==> src/rtl/sram_port_arbiter.sv <==
// Two-requester round-robin arbiter for one SRAM port, with a built-in
// clear engine that fills the first DEPTH words with a constant.
module sram_port_arbiter #(
  parameter int ADDR_W = 17,
  parameter int DATA_W = 8,
  parameter int DEPTH  = 131072
) (
  input  logic              clk_i,
  input  logic              reset_i,
  input  logic [ADDR_W-1:0] m0_address_i,
  input  logic              m0_read_i,
  input  logic              m0_write_i,
  input  logic [DATA_W-1:0] m0_writedata_i,
  output logic              m0_waitrequest_o,
  output logic [DATA_W-1:0] m0_readdata_o,
  output logic              m0_readdatavalid_o,
  input  logic [ADDR_W-1:0] m1_address_i,
  input  logic              m1_read_i,
  input  logic              m1_write_i,
  input  logic [DATA_W-1:0] m1_writedata_i,
  output logic              m1_waitrequest_o,
  output logic [DATA_W-1:0] m1_readdata_o,
  output logic              m1_readdatavalid_o,
  input  logic              clr_start_i,
  input  logic [DATA_W-1:0] clr_value_i,
  output logic              clr_busy_o,
  output logic              clr_done_o,
  output logic [ADDR_W-1:0] sram_address_o,
  output logic              sram_chipselect_o,
  output logic              sram_write_o,
  output logic [DATA_W-1:0] sram_writedata_o,
  output logic              sram_clken_o,
  input  logic [DATA_W-1:0] sram_readdata_i
);

  // state | meaning
  // IDLE  | requesters arbitrated, one access per cycle
  // CLEAR | clear engine writes counter address every cycle
  typedef enum logic {IDLE, CLEAR} state_t;

  localparam logic [ADDR_W-1:0] LAST_ADDR = ADDR_W'(DEPTH - 1);

  state_t            state_q;
  logic [ADDR_W-1:0] cnt_q;
  logic [DATA_W-1:0] clr_val_q;
  logic              last_grant_q;
  logic              rd_pend0_q, rd_pend1_q;
  logic              rd_pend0_d, rd_pend1_d;
  logic              clr_done_q;
  logic              req0, req1, grant0, grant1;

  assign req0 = m0_read_i | m0_write_i;
  assign req1 = m1_read_i | m1_write_i;

  always_comb begin
    grant0 = 1'b0;
    grant1 = 1'b0;
    if (!reset_i && state_q == IDLE) begin
      if (req0 && req1) begin
        grant0 = last_grant_q;
        grant1 = ~last_grant_q;
      end else begin
        grant0 = req0;
        grant1 = req1;
      end
    end
  end

  // Read+write together counts as a write and returns no data.
  assign rd_pend0_d = grant0 & m0_read_i & ~m0_write_i;
  assign rd_pend1_d = grant1 & m1_read_i & ~m1_write_i;

  always_comb begin
    sram_address_o    = '0;
    sram_chipselect_o = 1'b0;
    sram_write_o      = 1'b0;
    sram_writedata_o  = '0;
    if (!reset_i) begin
      if (state_q == CLEAR) begin
        sram_address_o    = cnt_q;
        sram_chipselect_o = 1'b1;
        sram_write_o      = 1'b1;
        sram_writedata_o  = clr_val_q;
      end else if (grant0) begin
        sram_address_o    = m0_address_i;
        sram_chipselect_o = 1'b1;
        sram_write_o      = m0_write_i;
        sram_writedata_o  = m0_writedata_i;
      end else if (grant1) begin
        sram_address_o    = m1_address_i;
        sram_chipselect_o = 1'b1;
        sram_write_o      = m1_write_i;
        sram_writedata_o  = m1_writedata_i;
      end
    end
  end

  assign sram_clken_o       = sram_chipselect_o;
  assign m0_waitrequest_o   = req0 & ~grant0;
  assign m1_waitrequest_o   = req1 & ~grant1;
  assign m0_readdatavalid_o = rd_pend0_q & ~reset_i;
  assign m1_readdatavalid_o = rd_pend1_q & ~reset_i;
  assign m0_readdata_o      = reset_i ? '0 : sram_readdata_i;
  assign m1_readdata_o      = reset_i ? '0 : sram_readdata_i;
  assign clr_busy_o         = (state_q == CLEAR);
  assign clr_done_o         = clr_done_q;

  always_ff @(posedge clk_i) begin
    if (reset_i) begin
      state_q      <= IDLE;
      cnt_q        <= '0;
      clr_val_q    <= '0;
      last_grant_q <= 1'b1;
      rd_pend0_q   <= 1'b0;
      rd_pend1_q   <= 1'b0;
      clr_done_q   <= 1'b0;
    end else begin
      rd_pend0_q <= rd_pend0_d;
      rd_pend1_q <= rd_pend1_d;
      clr_done_q <= 1'b0;
      if (grant0) begin
        last_grant_q <= 1'b0;
      end else if (grant1) begin
        last_grant_q <= 1'b1;
      end
      case (state_q)
        IDLE: begin
          if (clr_start_i) begin
            clr_val_q <= clr_value_i;
            cnt_q     <= '0;
            state_q   <= CLEAR;
          end
        end
        CLEAR: begin
          if (cnt_q == LAST_ADDR) begin
            cnt_q      <= '0;
            clr_done_q <= 1'b1;
            state_q    <= IDLE;
          end else begin
            cnt_q <= cnt_q + 1'b1;
          end
        end
        default: state_q <= IDLE;
      endcase
    end
  end

endmodule

==> config.mk <==
export PLATFORM = sky130hd
export DESIGN_NAME = sram_port_arbiter
export DESIGN_NICKNAME = d
export VERILOG_FILES = /design/src/rtl/sram_port_arbiter.sv
export SDC_FILE = /design/constraint.sdc
export NUM_CORES = 1
export LEC_CHECK = 0
export CORE_AREA = 4 4 75 91
export DETAILED_ROUTE_END_ITERATION = 7
export DIE_AREA = 0 0 79 95
export PLACE_DENSITY = 0.86
export SLEW_MARGIN = 10
export SYNTH_ARGS = -nofsm -noshare
export SYNTH_HDL_FRONTEND = slang
export SYNTH_SLANG_ARGS = --single-unit
==> constraint.sdc <==
create_clock -name clk_i -period 2.3 [get_ports clk_i]
set_input_delay 0.575 -clock clk_i [delete_from_list [all_inputs] [get_ports clk_i]]
set_output_delay 0.575 -clock clk_i [all_outputs]
set_load 0.02 [all_outputs]
==> results.txt, run 1 <==
----------------------------------------------------
[Clocking]
  Clock latency on the worst-skew pair ... 0.28 ns
  Clock tree from TritonCTS ... yes
  Post-CTS clock slew at the launch and capture registers of the worst setup and hold paths ... 0.07 ns
  Clock buffer count from CTS ... 5
  Clock tree buffer depth ... 2
  H-Tree Depth ... 2
  Hold-fix buffers, CTS ... 0
  Buffer cell driving the clock tree root ... sky130_fd_sc_hd__clkbuf_8
  Sink Count ... 30

[Power and ir drop]
  Static leakage ... 1.610 nW
  Pwr Total ... 1.636 mW
  Power density normalized to cell area ... 461.8 nW/um2
  Worst vdd ir ... 0.2753 mV

[Critical path]
  Slowest cell on the critical path ... sky130_fd_sc_hd__a222oi_1
  Data arrival, critical path ... 1.80 ns
  Startpoint type of the worst setup path ... input port
  Critical Path End ... sram_address_o[0]
  Req. time, crit path ... 1.73 ns
  Max stage delay on crit path ... 0.33 ns
  Launching point of the worst reg2reg path ... cnt_q[5]
  CP delay by family, top ... buffers and inverters
  Critical Path, Cell by Cell ... buf_8 > nor2_4 > and3b_2 > buf_6 > a222oi_1 > inv_1 > buf_6
  Setup CP Type ... in2out
  Maximum fanout encountered on the critical timing path ... 6
  Worst setup EP type ... primary output
  Worst-case reg-to-reg path depth ... 9
  End of the worst register-to-register path ... cnt_q[6]
  Cell type with the highest occurrence count on the critical path ... sky130_fd_sc_hd__buf_6
  R2R setup slack ... 0.24 ns
  Worst Path Buf+Inv ... 4
  Origin of the worst setup path ... m1_write_i
  Critical path depth ... 7

[Outcome]
  Status ... finished with violations
  Failing checks ... negative setup slack

[Die]
  Die height ... 95 um
  Placeable core area ... 5973 um2
  Area enclosed by the die boundary ... 7505 um2
  Die span in x ... 79 um
  Site row count ... 31
  Boundary Pins ... 123
  Initial Utilization ... 33.39%

[GRT]
  Fraction of met3 tracks used by global routing ... 4.294%
  GR Layer Usage met2 ... 34.48%
  Via count of the first global-routing pass ... 2511
  First-pass GRT wire length ... 11460 um
  Pin count of the biggest net entering global routing ... 28
  Met1 GRT Util ... 21.11%
  Top Usage Layer GRT ... met2
  Overflow left after global routing ... 0
  Antenna violations before repair ... 0
  Total global-route track usage ... 18.87%

[Placement]
  Detailed-placement wirelength estimate ... 5376 um
  Placer Congestion ... 0.8298
  Port Buffer Count ... 122

[Synthesis]
  Total nets after synthesis ... 348
  Sequential-to-total area share from yosys stat ... 30.11%
  Post-synth top area share ... 30.11%
  Synthesized area per cell ... 7.306 um2
  EDFF count, synth ... 0
  Count of different cell masters after synthesis ... 45
  Cell type with the largest total area after synthesis ... sky130_fd_sc_hd__dfxtp_1
  Yosys warning count ... 0
  Area of the mapped netlist ... 1994 um2
  Synthesized instance count ... 273
  Largest cells by area after synthesis ... sky130_fd_sc_hd__dfxtp_1 30%, sky130_fd_sc_hd__nand2_1 8.3%, sky130_fd_sc_hd__a222oi_1 8.0%, sky130_fd_sc_hd__a21oi_1 5.0%, sky130_fd_sc_hd__nor2b_1 4.1%
  Asr flop ratio synth ... 0%
  Commonest register cell after synthesis ... sky130_fd_sc_hd__dfxtp_1
  Number of synthesized register bits ... 30

[Timing]
  Min setup slack post-route ... -0.07011 ns
  Number of failing hold endpoints at the final stage ... 0
  Total setup violations reported at the end of the flow ... 5
  Max transition margin ... 62.53%
  Worst clock skew on the final layout ... 0.006524 ns
  Upper clock frequency limit ... 421.9 MHz
  Final worst path period need ... 2.370 ns
  Worst hold slack after final layout ... 0.4591 ns
  Max Transition Viols Final ... 0
  Tcrit/Tclk final ... 103.0%
  Slew at the pin closest to its max-slew limit ... 0.5609 ns
  Setup repair after global routing missed its margin ... yes

[Drt]
  DRT Pass-1 Iters ... 6
  Total vias in the final route ... 2603
  First-iteration detailed-routing DRC count ... 329
  Detail Route Antenna Nets ... 0
  Routed WL ... 7182 um
  Average routed wire per standard cell ... 14.72 um
  DRC Markers ... 0
  DR vias/cell ... 5.334

[Finish]
  Ratio of cells with drive above 1 in the final layout ... 22.17%
  Layout net count ... 480
  Filler Cell Count ... 545
  Commonest cells after routing, fill and taps aside ... 71 x sky130_fd_sc_hd__clkdlybuf4s50_1, 44 x sky130_fd_sc_hd__nand2_1, 29 x sky130_fd_sc_hd__dfxtp_1
  Synthesis-to-layout area growth ... 77.67%
  Number of antenna diodes ... 0
  Util after Layout ... 59.32%
  Leading cell type in the layout, fill and taps excluded ... sky130_fd_sc_hd__clkdlybuf4s50_1

[Worst hold path]
  Class of the most critical hold timing path ... reg2reg
  Number of cells on the worst hold path ... 2

[Flow run]
  Reported max-cap violation count ... 0

----------------------------------------------------
## sequential cells by signal, indices dropped and copies added, names as in the netlist
| signal | cells |
|---|---|
| rd_pend0_q | 1 |
| clr_busy_o | 1 |
| cnt_q | 17 |
| clr_done_o | 1 |
| last_grant_q | 1 |
| rd_pend1_q | 1 |
| clr_val_q | 8 |
## worst min-delay path, stage by stage (launching register included)
cell and delay, ns:
sky130_fd_sc_hd__dfxtp_1 0.31, sky130_fd_sc_hd__nand2_1 0.05, sky130_fd_sc_hd__a21oi_1 0.05
## cells by family (layout without fill, tap and decap cells)
group	Yosys count	after routing	share of synthesized area [%]
compound gates	77	77	28.23
xor+xnor	1	1	0.4392
fa+ha+maj	2	2	1.255
buf+inv	48	181	11.17
flops	30	30	30.11
simple gates	115	115	28.80
## cell type report
cell class | count | area [um2] | area share, %
Clock inverter | 3 | 40.04 | 1.130
Multi-Input combinational cell | 195 | 1220 | 34.43
Clock buffer | 5 | 68.82 | 1.942
Inverter | 17 | 63.81 | 1.801
Tap cell | 82 | 102.6 | 2.895
Timing Repair Buffer | 156 | 1446 | 40.82
Sequential cell | 30 | 601.8 | 16.98
## metal layers
layer / share of wire [%] / wire length, um / vias to the layer above
met1: 36 / 2598 / 1184
li1: - / - / 1254
met3: 10 / 739 / 17
met2: 52 / 3707 / 148
met4: 1.9 / 136 / 0
met5: 0 / 0 / -
## cells in the mapped netlist (2+ instances only)
master                     instances
sky130_fd_sc_hd__ha_1              2
sky130_fd_sc_hd__nand4_1           2
sky130_fd_sc_hd__a222oi_1         16
sky130_fd_sc_hd__nand4b_1          2
sky130_fd_sc_hd__buf_4            10
sky130_fd_sc_hd__a221o_1           2
sky130_fd_sc_hd__and2_1            2
sky130_fd_sc_hd__and4_1            3
sky130_fd_sc_hd__nor3_1            6
sky130_fd_sc_hd__clkbuf_1         14
sky130_fd_sc_hd__dfxtp_1          30
sky130_fd_sc_hd__nor2_1           20
sky130_fd_sc_hd__a21oi_1          20
sky130_fd_sc_hd__inv_1            17
sky130_fd_sc_hd__nand3b_1          2
sky130_fd_sc_hd__nand3_1           6
sky130_fd_sc_hd__o21ai_0           7
sky130_fd_sc_hd__nand2_1          44
sky130_fd_sc_hd__nor2b_1          13
sky130_fd_sc_hd__a31oi_1           7
sky130_fd_sc_hd__a21o_1            2
sky130_fd_sc_hd__and3_1            3
sky130_fd_sc_hd__a311oi_1          6
sky130_fd_sc_hd__nand2b_1          2
sky130_fd_sc_hd__nor2_2            2
sky130_fd_sc_hd__a22oi_1           9
sky130_fd_sc_hd__buf_2             4
sky130_fd_sc_hd__buf_1             3
## how the worst min path moves through the flow
stage	from	to	slack, ns
2_1_floorplan	clr_val_q[0]	clr_val_q[0]	0.44
3_3_place_gp	clr_val_q[7]	clr_val_q[7]	0.44
3_5_place_dp	clr_val_q[6]	clr_val_q[6]	0.45
4_1_cts	clr_val_q[6]	clr_val_q[6]	0.46
5_1_grt	clr_val_q[4]	clr_val_q[4]	0.48
6_report	clr_val_q[6]	clr_val_q[6]	0.46
## repair_timing
item,4_1_cts,5_1_grt
resized for setup,163,17
buffers inserted,4,2
setup endpoints to repair,48,27
pin swaps,8,8
gates cloned,2,0
## where the power goes
part | switching, mW | internal (mW) | total (mW)
Sequential | 0.00984 | 0.535 | 0.544
Clock | 0.200 | 0.318 | 0.518
Combinational | 0.274 | 0.300 | 0.574
## metrics by stage
stage	setup TNS, ns	worst slack (ns)	area [um2]	instances
floorplan	0	0.03565	1998	273
global placement	-25.68	-0.7819	3398	472
detailed placement	-27.00	-0.8463	3398	472
CTS	-0.1342	-0.05125	3506	486
global route	-1.066	-0.1136	3543	488
finish	-0.1038	-0.07011	3543	488
No activity file was read; power rests on OpenSTA's default activity.
==> run 2: changes to the inputs <==
--- a/config.mk
+++ b/config.mk
@@ -5,10 +5,12 @@
 export SDC_FILE = /design/constraint.sdc
 export NUM_CORES = 1
 export LEC_CHECK = 0
-export CORE_AREA = 4 4 75 91
+export CORE_AREA = 4 4 74 90
+export CTS_BUF_LIST = sky130_fd_sc_hd__clkbuf_2
+export CTS_CLUSTER_DIAMETER = 60
 export DETAILED_ROUTE_END_ITERATION = 7
-export DIE_AREA = 0 0 79 95
-export PLACE_DENSITY = 0.86
+export DIE_AREA = 0 0 78 94
+export PLACE_DENSITY = 0.87
 export SLEW_MARGIN = 10
 export SYNTH_ARGS = -nofsm -noshare
 export SYNTH_HDL_FRONTEND = slang
==> results.txt, run 2 (synthesis results as in run 1) <==
----------------------------------------------------
[Outcome]
  Status ... finished with violations
  Failing checks ... negative setup slack

[Placement]
  Placed insts ... 474 (+0.42%)
  Detailed-placement wirelength estimate ... 5293 um (-1.5%)
  Placer Congestion ... 0.8557 (+3.1%)
  Port Buffer Count ... 122 (unchanged)

[Drt]
  First-iteration detailed-routing DRC count ... 394 (+20%)
  Average routed wire per standard cell ... 16.72 um (+14%)
  DRT Pass-1 Iters ... 6 (unchanged)
  DRC Markers ... 0 (unchanged)
  DR vias/cell ... 5.477 (+2.7%)
  Detail Route Antenna Nets ... 0 (unchanged)
  Routed WL ... 8309 um (+16%)
  Total vias in the final route ... 2722 (+4.6%)

[Finish]
  Largest register by flop count ... cnt_q
  Final std cells w/o fill ... 497 (+1.8%)
  Area of combinational cells with multiple inputs ... 1305 um2 (+7.0%)
  Commonest cells after routing, fill and taps aside ... 69 x sky130_fd_sc_hd__clkdlybuf4s50_1, 44 x sky130_fd_sc_hd__nand2_1, 35 x sky130_fd_sc_hd__buf_4
  Largest register FFs ... 17 (unchanged)
  Register area ... 608.1 um2 (+1.0%)
  Ratio of cells with drive above 1 in the final layout ... 24.40% (+2.2 points)
  Leading cell type in the layout, fill and taps excluded ... sky130_fd_sc_hd__clkdlybuf4s50_1
  Synthesis-to-layout area growth ... 82.37%
  Filler Cell Count ... 529 (-2.9%)
  Largest registers in the final layout ... cnt_q x17, clr_val_q x8
  Layout net count ... 490 (+2.1%)

[Timing]
  Upper clock frequency limit ... 425.0 MHz (+0.73%)
  Worst clock skew on the final layout ... 0.01294 ns (+0.006414 ns)
  Slew at the pin closest to its max-slew limit ... 0.4816 ns (-0.07931 ns)
  Setup TNS after final layout ... -0.6177 ns (-0.5139 ns)
  Final worst path period need ... 2.353 ns (-0.01706 ns)
  Max Transition Viols Final ... 0 (unchanged)
  Total setup violations reported at the end of the flow ... 18 (+13)
  Setup repair after global routing missed its margin ... yes
  Min setup slack post-route ... -0.05305 ns (+0.01706 ns)
  Tcrit/Tclk final ... 102.3% (-0.74 points)
  Max transition margin ... 67.75% (+5.2 points)
  Number of failing hold endpoints at the final stage ... 0 (unchanged)

[GRT]
  Via count of the first global-routing pass ... 2641 (+5.2%)
  Pin count of the biggest net entering global routing ... 23 (-18%)
  Total global-route track usage ... 21.54% (+2.7 points)
  First-pass GRT wire length ... 12730 um (+11%)
  Overflow left after global routing ... 0 (unchanged)
  Antenna violations before repair ... 0 (unchanged)

[Die]
  Area enclosed by the die boundary ... 7332 um2 (-2.3%)
  Die span in x ... 78 um (-1.3%)
  Initial Utilization ... 34.05% (+0.66 points)
  Die height ... 94 um (-1.1%)
  Site row count ... 31 (unchanged)
  Placeable core area ... 5857 um2 (-1.9%)
  Boundary Pins ... 123 (unchanged)

[Clocking]
  Clock buffer count from CTS ... 5 (unchanged)
  Clock tree from TritonCTS ... yes
  Clock latency on the worst-skew pair ... 0.36 ns (+0.08 ns)
  Clock tree buffer depth ... 2 (unchanged)
  Buffer cell driving the clock tree root ... sky130_fd_sc_hd__clkbuf_2
  H-Tree Depth ... 2 (unchanged)
  Sink Count ... 30 (unchanged)
  Post-CTS clock slew at the launch and capture registers of the worst setup and hold paths ... 0.14 ns (+0.07 ns)

[Critical path]
  Setup CP Type ... in2out
  Maximum fanout encountered on the critical timing path ... 7 (+1)
  Startpoint type of the worst setup path ... input port
  Req. time, crit path ... 1.73 ns (about the same)
  Worst setup EP type ... primary output
  Data arrival, critical path ... 1.78 ns (-0.02 ns)

[Flow run]
  Reported max-cap violation count ... 0 (unchanged)

[Worst hold path]
  Class of the most critical hold timing path ... reg2reg

[Power and ir drop]
  Static leakage ... 1.634 nW (+1.4%)
  Power density normalized to cell area ... 388.0 nW/um2 (-16%)
  Worst vdd ir ... 0.2544 mV (-7.6%)

----------------------------------------------------
[run 2: cell types whose count changed in the layout (fill, tap and decap cells not counted), moves of 5 or more]
| cell | delta |
|---|---|
| sky130_fd_sc_hd__buf_2 | -8 |
| sky130_fd_sc_hd__buf_6 | +10 |
| sky130_fd_sc_hd__dlygate4sd2_1 | +5 |
| sky130_fd_sc_hd__buf_4 | +8 |
| sky130_fd_sc_hd__clkbuf_2 | +5 |
| sky130_fd_sc_hd__clkbuf_8 | -5 |
[run 2: through the flow]
stage | worst slack, ns | cell area (um2) | utilization, % | hold WS, ns | total power, mW
finish | -0.05305 | 3637 | 62.10 | 0.4675 | 1.411
CTS | -0.1191 | 3508 | 59.90 | 0.4661 | 1.378
floorplan | 0.03565 | 1998 | - | 0.4366 | 0.8075
detailed placement | -0.8871 | 3383 | 57.77 | 0.4470 | 1.122
global placement | -0.8192 | 3383 | 57.77 | 0.4431 | 1.111
global route | -0.1895 | 3635 | 62.06 | 0.4874 | 1.478
[run 2: area by class of cell]
type,instances,area share [%]
repair buffers,163,41.97
multi-input cells,198,35.88
flip-flops and latches,30,16.72
well taps,82,2.821
inverters,17,1.754
clock buffers,5,0.6880
clock inverters,1,0.1032
diodes,1,0.06880
[run 2: worst max-delay path, cell delays in order]
cell,delay [ns]
sky130_fd_sc_hd__buf_6,0.10
sky130_fd_sc_hd__nor2_4,0.11
sky130_fd_sc_hd__and3b_2,0.29
sky130_fd_sc_hd__buf_8,0.16
sky130_fd_sc_hd__a222oi_1,0.30
sky130_fd_sc_hd__inv_1,0.09
sky130_fd_sc_hd__buf_6,0.14
[run 2: what timing repair did]
action | in CTS | in global routing
gates cloned | 5 | 1
resized for setup | 183 | 23
hold buffers | 0 | 0
setup buffers | 8 | 2
pin swaps | 22 | 11
setup endpoints to repair | 48 | 28
[run 2: worst paths after layout]
path                                    from           endpoint  slack (ns)  cells past startpoint
worst min-delay path            clr_val_q[6]       clr_val_q[6]        0.47                      2
worst max-delay path              m1_write_i  sram_address_o[5]       -0.05                      7
worst min register to register  clr_val_q[6]       clr_val_q[6]        0.47                      2
worst max register to register     cnt_q[10]          cnt_q[15]        0.26                      8
[run 2: routing by layer]
metal	up-vias	wire [um]	GRT usage [%]	part of all wire (%)
met5	-	0	0	0
met4	0	82	5.102	0.99
met3	11	775	4.607	9.3
met2	137	4402	41.00	53
met1	1289	3048	24.15	37
li1	1285	-	-	-
[run 2: power by group]
part,total [mW],switching (mW),internal (mW)
clock network,0.231,0.170,0.0603
registers,0.544,0.00992,0.535
logic,0.636,0.307,0.329
total,1.41,0.487,0.924
